[config.mk]
export PLATFORM = sky130hd
export DESIGN_NAME = silife_max7219_chain_flat
export DESIGN_NICKNAME = d
export VERILOG_FILES = /design/src/rtl/silife_max7219_pkg.sv /design/src/rtl/silife_max7219_chain_if.sv /design/src/rtl/silife_spi_shifter.sv /design/src/rtl/silife_max7219_chain.sv /design/src/flat_wrapper.sv
export SDC_FILE = /design/constraint.sdc
export NUM_CORES = 1
export LEC_CHECK = 0
export ABC_AREA = 1
export CAP_MARGIN = 10
export CORE_ASPECT_RATIO = 0.6
export CORE_MARGIN = 1.5
export CORE_UTILIZATION = 45
export DETAILED_ROUTE_END_ITERATION = 6
export HOLD_SLACK_MARGIN = 0.06
export PLACE_DENSITY = 0.67
export SETUP_SLACK_MARGIN = 0.02
export SYNTH_ARGS = -nofsm -noshare
export SYNTH_HDL_FRONTEND = slang
export SYNTH_SLANG_ARGS = --single-unit
[constraint.sdc]
create_clock -name clk -period 1.7 [get_ports clk]
set_input_delay 0.51 -clock clk [delete_from_list [all_inputs] [get_ports clk]]
set_output_delay 0.51 -clock clk [all_outputs]
set_load 0.05 [all_outputs]
[src/rtl/silife_max7219_pkg.sv]
// rtl/silife_max7219_pkg.sv - MAX7219 register map, init words, FSM states and word helpers
package silife_max7219_pkg;

  localparam logic [3:0] REG_DIGIT0    = 4'd1;
  localparam logic [3:0] REG_DECODE    = 4'd9;
  localparam logic [3:0] REG_INTENSITY = 4'd10;
  localparam logic [3:0] REG_SCANLIMIT = 4'd11;
  localparam logic [3:0] REG_SHUTDOWN  = 4'd12;
  localparam logic [3:0] REG_TEST      = 4'd15;

  localparam logic [15:0] INIT_SHUTDOWN  = {4'h0, REG_SHUTDOWN,  8'h01};
  localparam logic [15:0] INIT_DECODE    = {4'h0, REG_DECODE,    8'h00};
  localparam logic [15:0] INIT_SCANLIMIT = {4'h0, REG_SCANLIMIT, 8'h07};
  localparam logic [15:0] INIT_TEST      = {4'h0, REG_TEST,      8'h00};

  typedef enum logic [2:0] {
    IDLE,
    LOAD,
    FETCH,
    SAMPLE,
    SHIFT,
    LATCH
  } state_t;

  typedef enum logic [1:0] {
    GRP_INIT,
    GRP_BRIGHT,
    GRP_DIGIT
  } group_t;

  function automatic logic [15:0] make_word(input logic [3:0] addr, input logic [7:0] data);
    return {4'h0, addr, data};
  endfunction

  function automatic logic [7:0] bit_reverse(input logic [7:0] v);
    logic [7:0] r;
    for (int i = 0; i < 8; i++) r[i] = v[7-i];
    return r;
  endfunction

endpackage

[src/rtl/silife_max7219_chain_if.sv]
// rtl/silife_max7219_chain_if.sv - grid read port and 3-wire SPI pins of the MAX7219 chain driver
interface silife_max7219_chain_if #(
  parameter int ROW_W = 5
);
  logic [ROW_W-1:0] row_select;
  logic [7:0]       cells;
  logic             cs;
  logic             sck;
  logic             mosi;

  modport master (output row_select, cs, sck, mosi, input cells);
  modport slave  (input row_select, cs, sck, mosi, output cells);
endinterface

[src/rtl/silife_spi_shifter.sv]
// rtl/silife_spi_shifter.sv - 16-bit MSB-first shifter with SCK divider; CS belongs to the parent
module silife_spi_shifter #(
  parameter int CLK_DIV = 2
) (
  input  logic        clk,
  input  logic        rst_n,
  input  logic        start,
  input  logic [15:0] word,
  output logic        sck,
  output logic        mosi,
  output logic        done
);
  localparam int DIV_W = (CLK_DIV > 1) ? $clog2(CLK_DIV) : 1;

  logic [15:0]      sr;
  logic [3:0]       bit_cnt;
  logic [DIV_W-1:0] div_cnt;
  logic             active;
  logic             phase_end;

  assign phase_end = (div_cnt == DIV_W'(CLK_DIV - 1));
  assign mosi      = sr[15];
  // done is combinational so the parent leaves SHIFT on the same edge SCK falls for the last time
  assign done      = active && sck && phase_end && (bit_cnt == 4'd15);

  always_ff @(posedge clk or negedge rst_n) begin
    if (!rst_n) begin
      sr      <= '0;
      bit_cnt <= '0;
      div_cnt <= '0;
      active  <= 1'b0;
      sck     <= 1'b0;
    end else if (start && !active) begin
      sr      <= word;
      bit_cnt <= '0;
      div_cnt <= '0;
      active  <= 1'b1;
      sck     <= 1'b0;
    end else if (active) begin
      if (phase_end) begin
        div_cnt <= '0;
        if (!sck) begin
          sck <= 1'b1;
        end else begin
          sck <= 1'b0;
          if (bit_cnt == 4'd15) begin
            active <= 1'b0;
          end else begin
            bit_cnt <= bit_cnt + 4'd1;
            sr      <= {sr[14:0], 1'b0};
          end
        end
      end else begin
        div_cnt <= div_cnt + 1'b1;
      end
    end
  end

endmodule

[src/rtl/silife_max7219_chain.sv]
// rtl/silife_max7219_chain.sv - daisy-chained MAX7219 life-grid display driver
// Optional mirror/180-degree rotation when SILIFE_MAX7219_MIRROR_EN is defined.
module silife_max7219_chain
  import silife_max7219_pkg::*;
#(
  parameter int NUM_DEVICES = 4,
  parameter int CLK_DIV     = 2
) (
  input  logic       clk,
  input  logic       rst_n,
  input  logic       i_enable,
  input  logic       i_frame,
  input  logic [3:0] i_brightness,
`ifdef SILIFE_MAX7219_MIRROR_EN
  input  logic       i_mirror,
`endif
  output logic       o_busy,
  output logic       o_frame_done,
  silife_max7219_chain_if.master bus
);
  localparam int ROW_W = ($clog2(8 * NUM_DEVICES) > 1) ? $clog2(8 * NUM_DEVICES) : 1;
  localparam int DIV_W = (CLK_DIV > 1) ? $clog2(CLK_DIV) : 1;
  localparam logic [3:0] LAST_DEV = 4'(NUM_DEVICES - 1);

  state_t           state, next;
  group_t           group;
  logic [2:0]       init_idx;
  logic [2:0]       digit;
  logic [3:0]       dev;
  logic [DIV_W-1:0] wait_cnt;
  logic [3:0]       bright_val;
  logic [3:0]       bright_sent;
  logic             init_needed;
  logic             cs_q;
  logic             frame_done_q;
  logic [ROW_W-1:0] row_q;
  logic             mirror_q;
  logic [2:0]       row_digit;
  logic [7:0]       data;
  logic [15:0]      word;
  logic             wait_done;
  logic             shift_done;
  logic             continue_seq;
  logic             frame_start;
  logic             sck_w;
  logic             mosi_w;

  function automatic logic [ROW_W-1:0] row_of(input logic [3:0] j, input logic [2:0] d);
    return ROW_W'({j, d});
  endfunction

  assign wait_done = (wait_cnt == DIV_W'(CLK_DIV - 1));
  assign row_digit = mirror_q ? (3'd7 - digit) : digit;

  always_ff @(posedge clk or negedge rst_n) begin
    if (!rst_n) state <= IDLE;
    else        state <= next;
  end

  always_comb begin
    next         = state;
    continue_seq = i_enable;
    frame_start  = 1'b0;
    if (group == GRP_INIT && init_idx == 3'd4) continue_seq = 1'b0;
    if (group == GRP_DIGIT && digit == 3'd7)   continue_seq = i_enable && i_frame;
    case (state)
      IDLE: begin
        if (i_enable && (init_needed || i_frame)) begin
          next        = LOAD;
          frame_start = !init_needed;
        end
      end
      LOAD:   if (wait_done) next = FETCH;
      FETCH:  next = SAMPLE;
      SAMPLE: next = SHIFT;
      SHIFT:  if (shift_done) next = (dev == 4'd0) ? LATCH : FETCH;
      LATCH: begin
        if (wait_done) begin
          next        = continue_seq ? LOAD : IDLE;
          // end of a frame rolls straight into the next one without visiting IDLE
          frame_start = continue_seq && (group == GRP_DIGIT) && (digit == 3'd7);
        end
      end
      default: next = IDLE;
    endcase
  end

  always_ff @(posedge clk or negedge rst_n) begin
    if (!rst_n) begin
      group        <= GRP_INIT;
      init_idx     <= '0;
      digit        <= '0;
      dev          <= '0;
      wait_cnt     <= '0;
      bright_val   <= '0;
      bright_sent  <= '0;
      init_needed  <= 1'b1;
      cs_q         <= 1'b1;
      frame_done_q <= 1'b0;
      row_q        <= '0;
    end else begin
      frame_done_q <= 1'b0;
      if (next != state || !(state inside {LOAD, LATCH})) wait_cnt <= '0;
      else                                               wait_cnt <= wait_cnt + 1'b1;
      if (frame_start) begin
        digit      <= '0;
        bright_val <= i_brightness;
        group      <= (i_brightness != bright_sent) ? GRP_BRIGHT : GRP_DIGIT;
      end
      case (state)
        IDLE: begin
          if (next == LOAD && init_needed) begin
            group      <= GRP_INIT;
            init_idx   <= '0;
            bright_val <= i_brightness;
          end
        end
        LOAD: begin
          if (next == FETCH) begin
            dev   <= LAST_DEV;
            row_q <= row_of(LAST_DEV, row_digit);
          end
        end
        SAMPLE: cs_q <= 1'b0;
        SHIFT: begin
          if (shift_done && dev != 4'd0) begin
            dev   <= dev - 4'd1;
            row_q <= row_of(dev - 4'd1, row_digit);
          end
        end
        LATCH: begin
          if (wait_done) begin
            cs_q <= 1'b1;
            case (group)
              GRP_INIT: begin
                if (init_idx == 3'd4) begin
                  init_needed <= 1'b0;
                  bright_sent <= bright_val;
                end else begin
                  init_idx <= init_idx + 3'd1;
                end
              end
              GRP_BRIGHT: begin
                bright_sent <= bright_val;
                group       <= GRP_DIGIT;
                if (!i_enable) init_needed <= 1'b1;
              end
              default: begin
                if (digit == 3'd7)  frame_done_q <= 1'b1;
                else if (i_enable)  digit        <= digit + 3'd1;
                else                init_needed  <= 1'b1;
              end
            endcase
          end
        end
        default: ;
      endcase
    end
  end

`ifdef SILIFE_MAX7219_MIRROR_EN
  always_ff @(posedge clk or negedge rst_n) begin
    if (!rst_n)           mirror_q <= 1'b0;
    else if (frame_start) mirror_q <= i_mirror;
  end
`else
  assign mirror_q = 1'b0;
`endif

  always_comb begin
    word = '0;
    data = mirror_q ? bit_reverse(bus.cells) : bus.cells;
    case (group)
      GRP_INIT: begin
        case (init_idx)
          3'd0:    word = INIT_SHUTDOWN;
          3'd1:    word = INIT_DECODE;
          3'd2:    word = INIT_SCANLIMIT;
          3'd3:    word = INIT_TEST;
          default: word = make_word(REG_INTENSITY, {4'h0, bright_val});
        endcase
      end
      GRP_BRIGHT: word = make_word(REG_INTENSITY, {4'h0, bright_val});
      default:    word = make_word(REG_DIGIT0 + {1'b0, digit}, data);
    endcase
  end

  silife_spi_shifter #(
    .CLK_DIV (CLK_DIV)
  ) u_shifter (
    .clk   (clk),
    .rst_n (rst_n),
    .start (state == SAMPLE),
    .word  (word),
    .sck   (sck_w),
    .mosi  (mosi_w),
    .done  (shift_done)
  );

  assign bus.cs         = cs_q;
  assign bus.sck        = sck_w;
  assign bus.mosi       = mosi_w;
  assign bus.row_select = row_q;
  assign o_busy         = (state != IDLE);
  assign o_frame_done   = frame_done_q;

endmodule
[src/flat_wrapper.sv]
// flat-port wrapper written by rule: the top's interface ports become plain ports
module silife_max7219_chain_flat import silife_max7219_pkg::*;
#(
  parameter int NUM_DEVICES = 4,
  parameter int CLK_DIV     = 2
)
  (clk, rst_n, i_enable, i_frame, i_brightness, o_busy, o_frame_done, bus_row_select, bus_cs, bus_sck, bus_mosi, bus_cells);
  silife_max7219_chain_if bus_i ();
  input  logic clk;
  input  logic rst_n;
  input  logic i_enable;
  input  logic i_frame;
  input  logic [3:0] i_brightness;
  output logic o_busy;
  output logic o_frame_done;
  output wire logic [$bits(bus_i.row_select)-1:0] bus_row_select;
  output wire logic [$bits(bus_i.cs)-1:0] bus_cs;
  output wire logic [$bits(bus_i.sck)-1:0] bus_sck;
  output wire logic [$bits(bus_i.mosi)-1:0] bus_mosi;
  input wire logic [$bits(bus_i.cells)-1:0] bus_cells;
  assign bus_row_select = bus_i.row_select;
  assign bus_cs = bus_i.cs;
  assign bus_sck = bus_i.sck;
  assign bus_mosi = bus_i.mosi;
  assign bus_i.cells = bus_cells;
  silife_max7219_chain #(.NUM_DEVICES(NUM_DEVICES), .CLK_DIV(CLK_DIV)) u_core (.clk(clk), .rst_n(rst_n), .i_enable(i_enable), .i_frame(i_frame), .i_brightness(i_brightness), .o_busy(o_busy), .o_frame_done(o_frame_done), .bus(bus_i));
endmodule
==> results of run 1 <==
[path summary, 6_finish.rpt]
kind                            cells past startpoint                                      end                           start  slack (ps)
max in group asynchronous                           2                u_core.state[0]$_DFF_PN0_                           rst_n        1080
worst max-delay path                                3                                   o_busy       u_core.state[1]$_DFF_PN0_         0.5
worst min-delay path                                1  u_core.u_shifter.bit_cnt[1]$_DFFE_PN0P_                           rst_n         110
worst min register to register                      1                u_core.wait_cnt$_DFF_PN0_       u_core.wait_cnt$_DFF_PN0_         480
min in group clk                                    1                u_core.wait_cnt$_DFF_PN0_       u_core.wait_cnt$_DFF_PN0_         480
worst max register to register                     12           u_core.init_idx[0]$_DFFE_PN0P_  u_core.init_idx[0]$_DFFE_PN0P_         0.5
[area by class of cell]
cell class              instances  area, um2  share of cell area (%)
inverters                      45        176                    4.43
clock inverters                 3       25.0                   0.629
repair buffers                 75        748                    18.8
clock buffers                   5       68.8                    1.73
multi-input cells             236       1530                    38.3
flip-flops and latches         53       1330                    33.5
well taps                      84        105                    2.64
[critical path, delay by kind of cell (launching register included)]
family | cells | cell delay [ps]
buf+inv | 1 | 170
simple gates | 2 | 270
flops | 1 | 440
[sequential cells by signal, summed over array words and instances, names as in the netlist, 4 cells and up]
name	cells
u_core.dev	4
u_core.bright_val	4
u_core.u_shifter.sr	16
u_core.bright_sent	4
u_core.u_shifter.bit_cnt	4
[cell usage in the layout, fill, tap and decap left out, drive strengths merged, types with 2 or more instances in the layout]
cell type,synthesis,layout
inv,45,46
nand4,6,6
xnor2,2,2
ha,9,9
a22oi,2,2
dfrtp,51,51
o31ai,2,2
nor3b,2,2
o211ai,4,4
dfstp,2,2
buf,5,61
nand2,86,86
clkbuf,2,5
o21ai,43,43
nor2,24,24
clkdlybuf4s50,0,14
nor3,9,9
nand3,24,24
xor2,3,3
a21oi,13,13
[power breakdown]
| group | total [mW] | internal, mW | switching (mW) |
|---|---|---|---|
| Sequential | 1.27 | 1.27 | 0.00311 |
| Clock | 0.771 | 0.299 | 0.472 |
| Combinational | 0.111 | 0.0579 | 0.0529 |
| Total | 2.15 | 1.62 | 0.528 |
[routing by layer]
| metal | track usage, % | vias up | part of all wire (%) |
|---|---|---|---|
| li1 | - | 1277 | - |
| met1 | 29.8 | 1205 | 50 |
| met2 | 34.2 | 38 | 47 |
| met3 | 3.87 | 6 | 3.1 |
| met4 | 4.67 | 0 | 0.67 |
| met5 | 0 | - | 0 |
[what timing repair did]
action                     4_1_cts  5_1_grt
buffers inserted                 6        8
gates cloned                     0        0
gates resized for setup         21       42
setup endpoints to repair       22       33
pin swaps                       11       16
[logic make-up after synthesis]
family	synth area share, %
xor gates and xnor gates	1.51
AOI/OAI and AO/OA	13.6
and+or+nand+nor	28.0
buffers and inverters	7.12
adders and majority gates	3.89
DFF	45.9
[stage by stage]
stage | setup TNS, ps | area [um2] | instances | power, mW
6_report | 0 | 3980 | 501 | 2.15
4_1_cts | -18.6 | 3780 | 493 | 2.16
3_3_place_gp | -2000 | 3590 | 479 | 1.40
2_1_floorplan | 0 | 2900 | 341 | 1.31
5_1_grt | -1300 | 3980 | 501 | 2.24
3_5_place_dp | -2940 | 3590 | 479 | 1.40
==> impl_results.md, run 1 <==
* Status: complete, no violations
* Pin count of the biggest net entering global routing at 20
* Chip Width at approximately 110 um
* DR vias/cell at approximately 5.0
* # hold bufs at CTS at 0
* Max-slew headroom at 70.2%
* Sinks on the clock net at 53
* MaxCap Viol Count at 0
* Number of synthesized flops with an enable pin at 0
* Largest clock skew in the final design at 13.5 ps
* Final setup violation count at 0
* Fmax at 0.588 GHz
* Final ANT Viol Nets at 0
* Slew at the pin closest to its max-slew limit at 447 ps
* Syn-to-layout area delta at 37.4%
* Number of vias in the routed layout at 2526
* Height of the chip at 65.2 um
* Number of buffers inserted during clock tree synthesis at 5
* CP cell instances: nor2_1, nand2_2, buf_12
* Placement-stage worst setup slack at -312 ps
* Leakage component of the power at 1.89 nW
* First-pass GRT wire length at 11400 um
* Io pins at 26
* Post-detail-place hpwl at roughly 5100 um
* Clock-pin slew reported for the worst setup and hold paths after clock tree synthesis at 110 ps
* Final #Nets at 441
* Endpoint class of the critical path: primary output
* Library cell with the largest summed area after synthesis: dfrtp_1
* Initial core utilization at between 40% and 50%
* Die area at 6950 um2
* Number of synthesized register bits at 53
* IR Drop Worst-Case VDD at roughly 0.36 mV
* Number of port buffers at 25
* Kind of path behind the tightest hold check: in -> async
* Critical Setup Path Class: reg -> out
* Post-synth net total at 366
* Maximum single-stage delay on the critical path at 440 ps
* Seq/Total Area, Yosys at 45.9%
* Most frequent cells after synthesis: nand2_1 (73), dfrtp_1 (51), inv_1 (36)
* Leading post-synthesis cells by cell area: dfrtp_1 (44%), nand2_1 (9.5%), inv_1 (4.7%), ha_1 (3.9%), o21ai_0 (3.5%)
* Total iterations of the first detailed-routing run at 4
* Leading register cell type out of synthesis: dfrtp_1
* Critical Path Start Type: register
* Proportion of synthesized flip-flops having asynchronous set or reset at 100%
* RSZ-0062 raised after global routing: yes
* Area inside the core boundary at between 6000 and 7000 um2
* Clock tree from TritonCTS: built
* Worst Hold Margin at ~110 ps
* Grt total ovfl at 0
* Mean post-synth cell area at 8.50 um2
* Cell count after synthesis at 341
* Area fraction of the dominant cell type after synthesis at 44.0%
* First DRT Iteration DRCs at 130
* Synth warnings at 0
* Final Core Density at 64.6%
* Clock insertion delay at the later pin of the skew report at 320 ps
* Global-route usage over all layers at 21.1%
* Number of antenna violations at the first check in global routing at 0
* Count of different cell masters after synthesis at 41
* Worst endpoint required time at 1190 ps
* Clock tree buffer depth at 2
* P per Cell Area at 540 nW/um2
* Via count of the first global-routing pass at 2468
* Final number of max-transition violations at 0
* Final estimated routing congestion in global placement at 0.909
* Final hold violations at 0
* Final critical-path share of the clock period at 100%
* Cell at the root of the clock tree: clkbuf_8
* H-tree depth at 2
* Data arrival time of the worst path at 1190 ps
* Share of layout cells above drive strength 1 at a little over a third
* Count leader, synth: nand2_1
* Filler instances at 545
* Setup slack after layout at 0.470 ps
* Max Fanout on Critical Path at 4
* Total wire length after detailed routing at 6890 um
* Number of DRC violations after detailed routing at 0
* Number of antenna repair diodes at 0
* Minimum period implied by the final worst setup slack at 1700 ps
* Cell Rows at 22
* WL per Instance at 13.8 um
* Post-Syn Area at 2900 um2
* Cell with the biggest individual delay on the critical path: dfrtp_1
Power figures use the tool's default switching activity.
==> run 2: changes to the inputs <==
CORE_UTILIZATION = 35   (was 45)
PLACE_DENSITY = default   (was 0.67)
==> impl_results.md, run 2 (synthesis results as in run 1) <==
* Sinks on the clock net at 53 (unchanged)
* Share of layout cells above drive strength 1 at 37.6% (+1.4 points)
* Number of flip-flops under the largest register name at 16 (unchanged)
* Final number of max-transition violations at 0 (unchanged)
* Fmax at 0.576 GHz (-2.1%)
* Slew at the pin closest to its max-slew limit at 468 ps (+21.8 ps)
* Most common cell after layout, fill and taps aside: nand2_1
* IR Drop Worst-Case VDD at 0.335 mV (-7.0%)
* Cell at the root of the clock tree: clkbuf_16
* Final estimated routing congestion in global placement at 0.838 (-7.8%)
* H-tree depth at 2 (unchanged)
* Highest-count cells in the layout ignoring fill and taps: nand2_1 (66), buf_4 (51), dfrtp_1 (48)
* RSZ-0062 raised after global routing: yes
* Start of the worst register-to-register path: u_core.group[1]$_DFF_PN0_
* Leakage component of the power at 1.95 nW (+3.3%)
* Reg2Reg Capture Point: u_core.init_idx[2]$_DFFE_PN0P_
* Worst reg2reg path depth at 8 (-4)
* # hold bufs at CTS at 0 (unchanged)
* Final #Nets at 452 (+2.5%)
* Status: complete, but fails checks
* Clock tree from TritonCTS: built
* Largest clock skew in the final design at 5.52 ps (-7.97 ps)
* Global-route usage over all layers at 16.9% (-4.3 points)
* Chip Width at 120 um (+13%)
* Number of antenna repair diodes at 0 (unchanged)
* Cell Rows at 25 (+14%)
* Pin count of the biggest net entering global routing at 54 (+170%)
* Io pins at 26 (unchanged)
* Critical Path Start Type: register
* Clock insertion delay at the later pin of the skew report at 300 ps (-20 ps)
* Syn-to-layout area delta at 42.9%
* Number of DRC violations after detailed routing at 0 (unchanged)
* Top register by number of flip-flops: u_core.u_shifter.sr
* First DRT Iteration DRCs at 123 (-5.4%)
* Data arrival time of the worst path at 1230 ps (+40 ps)
* Max-slew headroom at 68.6% (-1.7 points)
* Clock tree buffer depth at 2 (unchanged)
* Worst endpoint required time at 1190 ps (about the same)
* Number of antenna violations at the first check in global routing at 0 (unchanged)
* Area inside the core boundary at 7950 um2 (+29%)
* Number of port buffers at 25 (unchanged)
* Final setup violation count at 1 (+1)
* DR vias/cell at 4.80 (-4.8%)
* Post-detail-place hpwl at 4940 um (-3.5%)
* Grt total ovfl at 0 (unchanged)
* Die area at 8850 um2 (+27%)
* Number of buffers inserted during clock tree synthesis at 5 (unchanged)
* Total iterations of the first detailed-routing run at 4 (unchanged)
* Total Negative Setup Slacks at -36.4 ps (-36.4 ps)
* Violated checks: setup timing
* Critical path endpoint: o_busy
* Reg-to-reg setup timing slack at 0 ps (about the same)
* Kind of path behind the tightest hold check: in -> async
* Endpoint class of the critical path: primary output
* Final hold violations at 0 (unchanged)
* MaxCap Viol Count at 0 (unchanged)
* Origin of the worst setup path: u_core.state[1]$_DFF_PN0_
* Number of vias in the routed layout at 2572 (+1.8%)
* Final critical-path share of the clock period at 102% (+2.2 points)
* Filler instances at 756 (+39%)
* Via count of the first global-routing pass at 2441 (-1.1%)
* WL per Instance at 13.3 um (-3.4%)
* Total wire length after detailed routing at 7120 um (+3.3%)
* P per Cell Area at 579 nW/um2 (+7.2%)
* Minimum period implied by the final worst setup slack at 1740 ps (+36.9 ps)
* Max Fanout on Critical Path at 4 (unchanged)
* Final ANT Viol Nets at 0 (unchanged)
* Height of the chip at 73.5 um (+13%)
* Placement-stage worst setup slack at -321 ps (-9.39 ps)
* Setup slack after layout at -36.4 ps (-36.9 ps)
* First-pass GRT wire length at 11600 um (+1.3%)
* Initial core utilization at 36.5% (-11 points)
* Clock-pin slew reported for the worst setup and hold paths after clock tree synthesis at 70 ps (-40 ps)
* Critical Setup Path Class: reg -> out
==> run 2: cell types whose count changed in the layout (fill, tap and decap cells not counted), sizes merged <==
cell    previous run  this run
buf               61        71
clkbuf             5         6
==> run 2: layout make-up <==
type	instances	area, um2	area share, %
flip-flops and latches	53	1330	32.2
well taps	108	135	3.26
inverters	45	181	4.38
clock inverters	2	13.8	0.332
multi-input cells	236	1500	36.3
repair inverters	1	7.51	0.181
clock buffers	6	129	3.11
repair buffers	85	838	20.2
==> run 2: timing repair <==
item,4_1_cts,5_1_grt
pin swaps,4,17
buffers inserted,10,15
setup endpoints to repair,19,35
gates resized for setup,22,43
gates cloned,0,1
==> run 2: where the power goes <==
part / internal (mW) / switching (mW)
Sequential: 1.27 / 0.00290
Combinational: 0.0538 / 0.0504
Clock: 0.551 / 0.475
==> run 2: per-layer routing <==
metal / vias up / wire [um] / track usage [%]
met2: 57 / 3070 / 24.6
met1: 1201 / 3590 / 25.0
met3: 12 / 345 / 3.73
li1: 1302 / - / -
met4: 0 / 119 / 4.97
met5: - / 0 / 0
==> run 2: worst min-delay path by stage <==
| stage | start | to | slack [ps] |
|---|---|---|---|
| 6_report | rst_n | u_core.dev[0]$_DFFE_PN0P_ | 190 |
| 5_1_grt | rst_n | u_core.dev[2]$_DFFE_PN0P_ | 220 |
| 4_1_cts | rst_n | u_core.dev[2]$_DFFE_PN0P_ | 210 |
| 3_5_place_dp | u_core.wait_cnt$_DFF_PN0_ | u_core.wait_cnt$_DFF_PN0_ | 460 |
| 3_3_place_gp | u_core.u_shifter.sr[0]$_DFFE_PN0P_ | u_core.u_shifter.sr[0]$_DFFE_PN0P_ | 460 |
| 2_1_floorplan | rst_n | u_core.bright_sent[0]$_DFFE_PN0P_ | 210 |
==> run 2: critical path: stages (launching register included) <==
cell	delay, ps
dfrtp_1	430
nor2_1	140
nand2_2	90
buf_6	130
buf_12	130
==> run 2: per-stage QoR <==
stage               cell area, um2  util (%)  instances  total power, mW  hold slack (ps)
floorplan                     2900         -        341             1.31              214
global placement              3620      45.5        502             1.40              458
detailed placement            3620      45.5        502             1.40              463
CTS                           3900      49.0        520             2.44              213
global route                  4140      52.1        536             2.49              223
finish                        4140      52.1        536             2.40              192
